`src/rtl/mem_responder_pkg.sv`:
```
// Shared definitions for the mini-MIPS memory responder: FSM encodings,
// the wait-state limit and the memory-mapped output address.
package mem_pkg;

  typedef enum logic [1:0] {
    IDLE = 2'd0,
    WAIT = 2'd1,
    RESP = 2'd2
  } state_t;

  localparam int MAX_WAIT_CYCLES = 15;
  localparam int CNT_W           = $clog2(MAX_WAIT_CYCLES + 1);

  // The output register lives at the top of the address space (all ones).
  function automatic int mmio_adr(input int aw);
    return (1 << aw) - 1;
  endfunction

endpackage

```
`src/rtl/mem_responder_if.sv`:
```
// Request/acknowledge bus between the CPU memory port (master) and the responder (slave).
interface mem_responder_if #(
  parameter int WIDTH = 8,
  parameter int AW    = 8
);
  logic             req;
  logic             we;
  logic [AW-1:0]    adr;
  logic [WIDTH-1:0] wdata;
  logic [WIDTH-1:0] rdata;
  logic             ack;
  logic             busy;

  modport master (output req, we, adr, wdata, input rdata, ack, busy);
  modport slave  (input req, we, adr, wdata, output rdata, ack, busy);
endinterface

```
`src/rtl/mem_array.sv`:
```
// Single-port synchronous byte RAM with one-cycle registered read.
// The read register only updates on an enabled read, so it holds between accesses.
module mem_array #(
  parameter int WIDTH = 8,
  parameter int AW    = 8
) (
  input  logic             clk,
  input  logic             en,
  input  logic             we,
  input  logic [AW-1:0]    adr,
  input  logic [WIDTH-1:0] wd,
  output logic [WIDTH-1:0] rd
);

  logic [WIDTH-1:0] mem [2**AW];

  always_ff @(posedge clk) begin
    if (en) begin
      if (we) begin
        mem[adr] <= wd;
      end else begin
        rd <= mem[adr];
      end
    end
  end

endmodule

```
`src/rtl/mem_responder.sv`:
```
// Memory responder with programmable wait states. Define MMIO_OUT_EN to map the
// all-ones address onto the io_out register instead of RAM.
module mem_responder
  import mem_pkg::*;
#(
  parameter int WIDTH       = 8,
  parameter int AW          = 8,
  parameter int WAIT_CYCLES = 2
) (
  input  logic             clk,
  input  logic             reset,
  mem_responder_if.slave   bus,
  output logic [WIDTH-1:0] io_out
);

  state_t           state_reg;
  logic [CNT_W-1:0] cnt_reg;
  logic [AW-1:0]    adr_q;
  logic             we_q;
  logic [WIDTH-1:0] wd_q;
  logic             ack_reg;
  logic             busy_reg;
  logic [WIDTH-1:0] rdata_reg;
  logic             from_ram_reg;
  logic [WIDTH-1:0] ram_rd;

  logic             commit;
  logic [AW-1:0]    acc_adr;
  logic             acc_we;
  logic [WIDTH-1:0] acc_wd;
  logic             acc_mmio;
  logic             ram_en;

  // With zero wait states the access commits on the accepting edge, so the
  // live bus values stand in for the not-yet-captured ones.
  always_comb begin
    acc_adr = adr_q;
    acc_we  = we_q;
    acc_wd  = wd_q;
    if (state_reg == IDLE) begin
      acc_adr = bus.adr;
      acc_we  = bus.we;
      acc_wd  = bus.wdata;
    end
    commit = !reset &&
             (((state_reg == IDLE) && bus.req && (WAIT_CYCLES == 0)) ||
              ((state_reg == WAIT) && (cnt_reg == '0)));
  end

`ifdef MMIO_OUT_EN
  logic [WIDTH-1:0] io_reg;

  assign acc_mmio = (acc_adr == AW'(mmio_adr(AW)));

  always_ff @(posedge clk) begin
    if (reset) begin
      io_reg <= '0;
    end else if (commit && acc_we && acc_mmio) begin
      io_reg <= acc_wd;
    end
  end

  assign io_out = io_reg;
`else
  assign acc_mmio = 1'b0;
  assign io_out   = '0;
`endif

  assign ram_en = commit && !acc_mmio;

  mem_array #(
    .WIDTH (WIDTH),
    .AW    (AW)
  ) u_ram (
    .clk (clk),
    .en  (ram_en),
    .we  (acc_we),
    .adr (acc_adr),
    .wd  (acc_wd),
    .rd  (ram_rd)
  );

  always_ff @(posedge clk) begin
    if (reset) begin
      state_reg    <= IDLE;
      cnt_reg      <= '0;
      adr_q        <= '0;
      we_q         <= 1'b0;
      wd_q         <= '0;
      ack_reg      <= 1'b0;
      busy_reg     <= 1'b0;
      rdata_reg    <= '0;
      from_ram_reg <= 1'b0;
    end else begin
      ack_reg <= 1'b0;
      case (state_reg)
        IDLE: begin
          if (bus.req) begin
            adr_q    <= bus.adr;
            we_q     <= bus.we;
            wd_q     <= bus.wdata;
            busy_reg <= 1'b1;
            if (WAIT_CYCLES == 0) begin
              state_reg <= RESP;
              ack_reg   <= 1'b1;
            end else begin
              state_reg <= WAIT;
              cnt_reg   <= CNT_W'(WAIT_CYCLES - 1);
            end
          end
        end
        WAIT: begin
          if (cnt_reg == '0) begin
            state_reg <= RESP;
            ack_reg   <= 1'b1;
          end else begin
            cnt_reg <= cnt_reg - 1'b1;
          end
        end
        default: begin
          state_reg <= IDLE;
          busy_reg  <= 1'b0;
        end
      endcase

      // Writes and MMIO reads are answered from rdata_reg; RAM reads from the array port.
      if (commit) begin
        if (acc_we) begin
          rdata_reg    <= acc_wd;
          from_ram_reg <= 1'b0;
        end else if (acc_mmio) begin
          rdata_reg    <= io_out;
          from_ram_reg <= 1'b0;
        end else begin
          from_ram_reg <= 1'b1;
        end
      end
    end
  end

  assign bus.rdata = from_ram_reg ? ram_rd : rdata_reg;
  assign bus.ack   = ack_reg;
  assign bus.busy  = busy_reg;

endmodule
```
`src/flat_wrapper.sv`:
```
// flat-port wrapper written by rule: the top's interface ports become plain ports
module mem_responder_flat import mem_pkg::*;
#(
  parameter int WIDTH       = 8,
  parameter int AW          = 8,
  parameter int WAIT_CYCLES = 2
)
  (clk, reset, io_out, bus_req, bus_we, bus_adr, bus_wdata, bus_rdata, bus_ack, bus_busy);
  mem_responder_if #(.WIDTH(WIDTH), .AW(AW)) bus_i ();
  input  logic clk;
  input  logic reset;
  output logic [WIDTH-1:0] io_out;
  input wire logic [$bits(bus_i.req)-1:0] bus_req;
  input wire logic [$bits(bus_i.we)-1:0] bus_we;
  input wire logic [$bits(bus_i.adr)-1:0] bus_adr;
  input wire logic [$bits(bus_i.wdata)-1:0] bus_wdata;
  output wire logic [$bits(bus_i.rdata)-1:0] bus_rdata;
  output wire logic [$bits(bus_i.ack)-1:0] bus_ack;
  output wire logic [$bits(bus_i.busy)-1:0] bus_busy;
  assign bus_i.req = bus_req;
  assign bus_i.we = bus_we;
  assign bus_i.adr = bus_adr;
  assign bus_i.wdata = bus_wdata;
  assign bus_rdata = bus_i.rdata;
  assign bus_ack = bus_i.ack;
  assign bus_busy = bus_i.busy;
  mem_responder #(.WIDTH(WIDTH), .AW(AW), .WAIT_CYCLES(WAIT_CYCLES)) u_core (.clk(clk), .reset(reset), .bus(bus_i), .io_out(io_out));
endmodule
```
`config.mk`:
```
export PLATFORM = sky130hd
export DESIGN_NAME = mem_responder_flat
export DESIGN_NICKNAME = d
export VERILOG_FILES = /design/src/rtl/mem_responder_pkg.sv /design/src/rtl/mem_responder_if.sv /design/src/rtl/mem_array.sv /design/src/rtl/mem_responder.sv /design/src/flat_wrapper.sv
export SDC_FILE = /design/constraint.sdc
export NUM_CORES = 2
export LEC_CHECK = 0
export CELL_PAD_IN_SITES_DETAIL_PLACEMENT = 1
export CELL_PAD_IN_SITES_GLOBAL_PLACEMENT = 1
export CORE_MARGIN = 3
export CORE_UTILIZATION = 48
export DETAILED_ROUTE_END_ITERATION = 16
export GPL_TIMING_DRIVEN = 0
export PLACE_DENSITY = 0.7
export SLEW_MARGIN = 20
export SYNTH_ARGS = -nofsm -noshare
export SYNTH_HDL_FRONTEND = slang
export SYNTH_SLANG_ARGS = --single-unit
export TNS_END_PERCENT = 20
```
`constraint.sdc`:
```
create_clock -name clk -period 3.5 [get_ports clk]
set_clock_uncertainty 0.05 [all_clocks]
set_input_delay 0.7 -clock clk [delete_from_list [all_inputs] [get_ports clk]]
set_output_delay 0.7 -clock clk [all_outputs]
set_load 0.02 [all_outputs]
```
# Word level (Yosys, flattened, before mapping)
# Memory sizes are Yosys's and may differ from the RTL's. A register that Yosys moved wholly into a read port is not among the register bits.
# Cells that the tools add are included.
# totals
register_bits	34
mem_bits_rw	2048
inputBits	20
out_inout_bits	18
elab_cells	47
memories	1
# mem_list
name	depth	word_bits	read_ports	rd_ports_with_merged_regs	write_ports	line_no	rtl
u_core.u_ram.mem	256	8	1	1	1	mem_array.sv:15	logic [WIDTH-1:0] mem [2**AW];
# classes
addsub	1
eq_ne	4
muxes	17
bitwise_logic	2
n_reduce_logical	13
# op_table
cell	n
two-way mux 8 bit	3
AND reduction 2 bit	5
two-way mux 4 bit	2
one-hot mux 4 bit (2 select lines)	1
two-way mux 1 bit	7
!= test 2 bit (second input constant)	3
logical NOT 4 bit	1
two-way mux 2 bit	2
one-hot mux 2 bit (2 select lines)	1
subtractor 4 x 1 -> 4 bit (second input constant)	1
AND reduction 3 bit	1
equality test 2 x 1 -> 1 bit (second input constant)	1
logical AND 1 bit	2
logical NOT 2 bit	1
NOT 1 bit	2
one-hot mux 1 bit (2 select lines)	1
nonzero test 2 bit	1
OR reduction 2 bit	1
logical NOT 1 bit	1

# Longest topological paths before layout
# logic_depth
ltp_word	5
mapped_depth	11
depth_no_buf	8

# By module
# From an unflattened synthesis, not the netlist that was laid out.
# unflattened
hier_cells	3716
area_unflattened_um2	80116.8
# modules_own_cells
mod	instances	cells_each	area_per_inst_um2	seq_area_each_um2
mem_array	1	3526	78376.4	61739.2
mem_responder	1	190	1740.4	680.7

# Worst setup path after synthesis
# No wires, ideal clock.
# synth_path
path_kind	register to register
start	reg u_core.state_reg[1]
end	mem u_core.u_ram.mem[0][0] (data pin)
setup_time_ns	0.557
t_arrival_ns	3.254
required_ns	2.893
path_slack_ns	-0.361
stages_incl_launch_ff	7
path_buffers	4
period_less_slack_ns	3.861
cell_sequence	dfxtp_1 -> nor2_4 -> buf_6 -> buf_6 -> clkbuf_1 -> buf_1 -> mux2_2
# synth_between
elab_chain_cells	2
# synth_rtl
item	line_no	rtl
start: declaration	mem_responder.sv:16	state_t state_reg;
start signal: assignment	mem_responder.sv:85	state_reg <= IDLE;
start signal: assignment	mem_responder.sv:104	state_reg <= RESP;
start signal: assignment	mem_responder.sv:107	state_reg <= WAIT;
logical NOT 2 bit	n/a	
two-way mux 8 bit	mem_responder.sv:40	if (state_reg == IDLE) begin
net u_core.acc_wd[0]	mem_responder.sv:30	logic [WIDTH-1:0] acc_wd;
end: declaration	mem_array.sv:15	
# The timed path passes the listed nets, and every way through them passes these cells.

# Worst setup path after layout
# layout_path
start	in bus_adr[0]
end	reg u_core.u_ram.rd[6], read port of u_core.u_ram.mem (data pin)
# layout_between
elab_chain_cells	1
# layout_rtl
item	line_no	rtl
start: declaration	flat_wrapper.sv:15	input wire logic [$bits(bus_i.adr)-1:0] bus_adr;
two-way mux 8 bit	mem_responder.sv:40	
end: declaration	mem_array.sv:12	output logic [WIDTH-1:0] rd
# Every way passes these cells.
# A chain may end at the register's enable or synchronous reset.

==> qor.csv <==
stage,metric,value,unit
global_route,first-pass GRT wire length,366900,µm
worst_setup_path,crit path max fanout,10,
worst_setup_path,Worst EP required,4.10,ns
sta,max-slew violation count,0,
layout,FF+latch area,62420,µm²
clock_tree,Clock Path Buffers,3,
worst_setup_path,CP top delay family,buffers and inverters,
layout,ratio of cells with drive above 1 in the final layout,0.2587,
layout,fillers,13610,
layout,fin nets,4621,
clock_tree,clock root buffer,clkbuf_16,
synth,asr flop ratio synth,0,
layout,P&R area growth vs syn,20.10,%
placed_design,pre-CTS setup slack,-2.767,ns
sta,Slew Limit Headroom,0.3621,
routing,wire per inst,38.49,µm
layout,Post-Layout Cell Count,6916,
clock_tree,Clock Pin Slew Worst Setup and Hold Paths,0.06,ns
routing,Detailed Routing Iterations Pass 1,7,
floorplan,Die ar.,165900,µm²
placed_design,Placed Cells,6495,
clock_tree,Hold Buf Count CTS,0,
worst_setup_path,Critical-path top delay cell,or4b_2,
routing,drt total wl,266200,µm
placed_design,"Cell Area, Placed",81260,µm²
sta,final worst slack,-0.3674,ns
run_status,status,"complete, but fails checks",
worst_setup_path,reg-to-reg startpoint,u_core.state_reg[1],
floorplan,Core Region,159100,µm²
placed_design,hpwl dp,176500,µm
synth,Ys Warns,0,
worst_setup_path,CP startpoint,bus_adr[0],
power,Pwr Density,601.5,nW/µm²
synth,"top cells by area, synth","edfxtp_1 (80%), a221oi_1 (5.8%), a22o_1 (5.8%), o22ai_1 (2.1%), nor2_1 (1.3%)",
worst_setup_path,CP Buf/Inv Count,4,
sta,post-route setup TNS,-42.42,ns
clock_tree,clk_lat worst skew,0.84,ns
sta,fmax,0.2586,GHz
synth,sequential share of the synthesized area,0.8077,
clock_tree,CTS Sinks,2090,
placed_design,number of port buffers,28,
worst_setup_path,CP Cell Sequence,clkdlybuf4s50_1 -> or4b_2 -> o21ai_2 -> buf_4 -> buf_2 -> buf_2 -> a221oi_1 -> o22ai_1 -> nor4_2 -> a21oi_1 -> a2111o_1,
power,Leakage Power,28.81,nW
sta,Setup-failing EPs final,686,
floorplan,Die Y,407.3,µm
layout,register name with the most flops,u_core.u_ram.mem,
synth,Post-synth EDFFs,2056,
routing,Post-DRT Antenna Nets,0,
clock_tree,H-tree depth,4,
placed_design,routability-driven placement congestion ratio,0.9400,
worst_hold_path,Hold Crit Start,reset,
floorplan,Initial Utilization,0.4857,
routing,via count of the routed design,47560,
floorplan,Die X,407.3,µm
synth,Post-Syn Area,77290,µm²
synth,Synth Area per Inst,18.05,µm²
worst_setup_path,"Largest stage delay, worst path",0.67,ns
routing,routed vias/inst,6.877,
synth,synthesis-stage register bit count,2090,
global_route,vias in the first global route,47680,
sta,minimum clock period,3.867,ns
synth,Post-synth top flop,edfxtp_1,
floorplan,num rows,146,
worst_setup_path,CP Launch Type,input pin,
routing,Post-route DRC,0,
sta,Final Hold Viols,0,
power,Design Power,55.83,mW
floorplan,io pins,38,
sta,worst slew pin tran,0.9533,ns
synth,post-synthesis cell type count,38,
global_route,pin count of the biggest net entering global routing,133,
layout,Largest register FFs,2048,
worst_hold_path,Hold/Removal Path Class,input pin to flop,
routing,Detailed Route Iter0 Violations,7479,
worst_setup_path,CP Data Arrival Time,4.46,ns
layout,Final Instance Area,92820,µm²
synth,leading area contributor after synthesis,edfxtp_1,
power,worst vdd ir,0.5206,mV
synth,Synth Instances,4281,
layout,area occupied by multi-input gates,17570,µm²
synth,post-synth top area share,0.7988,
clock_tree,number of buffers created by CTS,204,
sta,Final Cycle Share,1.105,
job,max-cap violations,0,
global_route,initial antenna violation count,7,
sta,RSZ-0062 raised after global routing,yes,
global_route,GRT Residual Overflow,0,
global_route,gr usage total,0.3113,
worst_setup_path,"most used cell, CP",buf_2,
run_status,violated checks,negative setup slack,
clock_tree,TritonCTS clock tree,yes,
worst_setup_path,Setup crit end kind,flop,
worst_setup_path,classification of the worst setup path,input pin to flop,
-- final timing paths --
path,to,slack (ns),cells after the start
worst max-delay path,u_core.u_ram.rd[6],-0.37,11
worst min-delay path,u_core.cnt_reg[3],0.29,2
worst max register to register,u_core.u_ram.rd[6],-0.36,10
worst min register to register,u_core.bus.busy,0.43,2
-- cell type report --
cell class / count / area share
antenna: 3 / 0.00008088
buffer: 332 / 0.02192
clock buffer: 260 / 0.05818
clock inverter: 114 / 0.009692
inverter: 3 / 0.0001213
multi-input combinational: 1864 / 0.1893
sequential: 2090 / 0.6725
tap: 2146 / 0.02893
timing repair buffer: 104 / 0.01928
-- metrics by stage --
step	util	hold WS [ns]
global placement	0.5045	0.3930
detailed placement	0.5107	0.4044
floorplan	-	0.3838
global route	0.5833	0.3563
finish	0.5834	0.2938
CTS	0.5750	0.2611
-- cells in the final DEF (no fill, tap or decap), types with 24 or more instances in the layout --
cell and n:
edfxtp_1 2056, a22o_1 512, a221oi_1 376, clkbuf_16 209
nor2_4 190, o22ai_1 177, a221oi_2 116, buf_2 108
clkbuf_1 83, o22ai_2 77, clkbuf_2 71, clkinv_1 64
buf_4 60, nand2_1 51, clkbuf_4 50, nor2_1 44
nor2_2 42, buf_12 35, nor4_2 33, dfxtp_1 32
a21oi_1 30, nand2_2 28, clkdlybuf4s50_1 28, buf_16 25
clkinv_2 24
-- repair_timing --
action	4_1_cts	5_1_grt
endpoints found under the setup margin	3433	1592
cloned	1	0
pin swaps	42	31
gates resized for setup	918	277
buffers inserted	36	7
-- cell families after synthesis --
group                    after synthesis  synth area share
buffers and inverters                335           0.01912
AO/OA/AOI/OAI                       1351            0.1426
XOR/XNOR                               2         0.0002267
adder cells (fa/ha/maj)                2         0.0003237
multiplexers                          26          0.003626
other                                  1        0.00004852
AND/OR/NAND/NOR                      474           0.02640
flip-flops                          2090            0.8077
-- per-layer routing --
metal / GRT usage / part of all wire
met1: 0.4207 / 0.37
met2: 0.4792 / 0.46
met3: 0.06893 / 0.11
met4: 0.1566 / 0.061
met5: 0 / 0.00013
-- worst reg2reg max path, cell delays in order (launching register included) --
cell      delay (ns)
dfxtp_2         0.36
or4b_2          0.69
o21ai_2         0.22
buf_4           0.32
buf_2           0.41
buf_2           0.39
a221oi_1        0.16
o22ai_1         0.32
nor4_2          0.12
a21oi_1         0.35
a2111o_1        0.29
-- where the power goes --
part	internal, mW	leakage, nW	switching, mW
Sequential	28.1	18.9	0.0303
Clock	11.7	3.06	9.53
Combinational	1.88	6.89	4.62
Total	41.7	28.8	14.2
-- Yosys cell counts, types with 16 or more instances --
| library cell | number |
|---|---|
| edfxtp_1 | 2056 |
| a221oi_1 | 512 |
| a22o_1 | 512 |
| nor2_1 | 275 |
| o22ai_1 | 256 |
| clkbuf_1 | 167 |
| buf_2 | 128 |
| nand2_1 | 100 |
| nor4_1 | 66 |
| a21oi_1 | 37 |
| dfxtp_1 | 34 |
| buf_1 | 23 |
| mux2_2 | 16 |
Power figures use the tool's default switching activity.
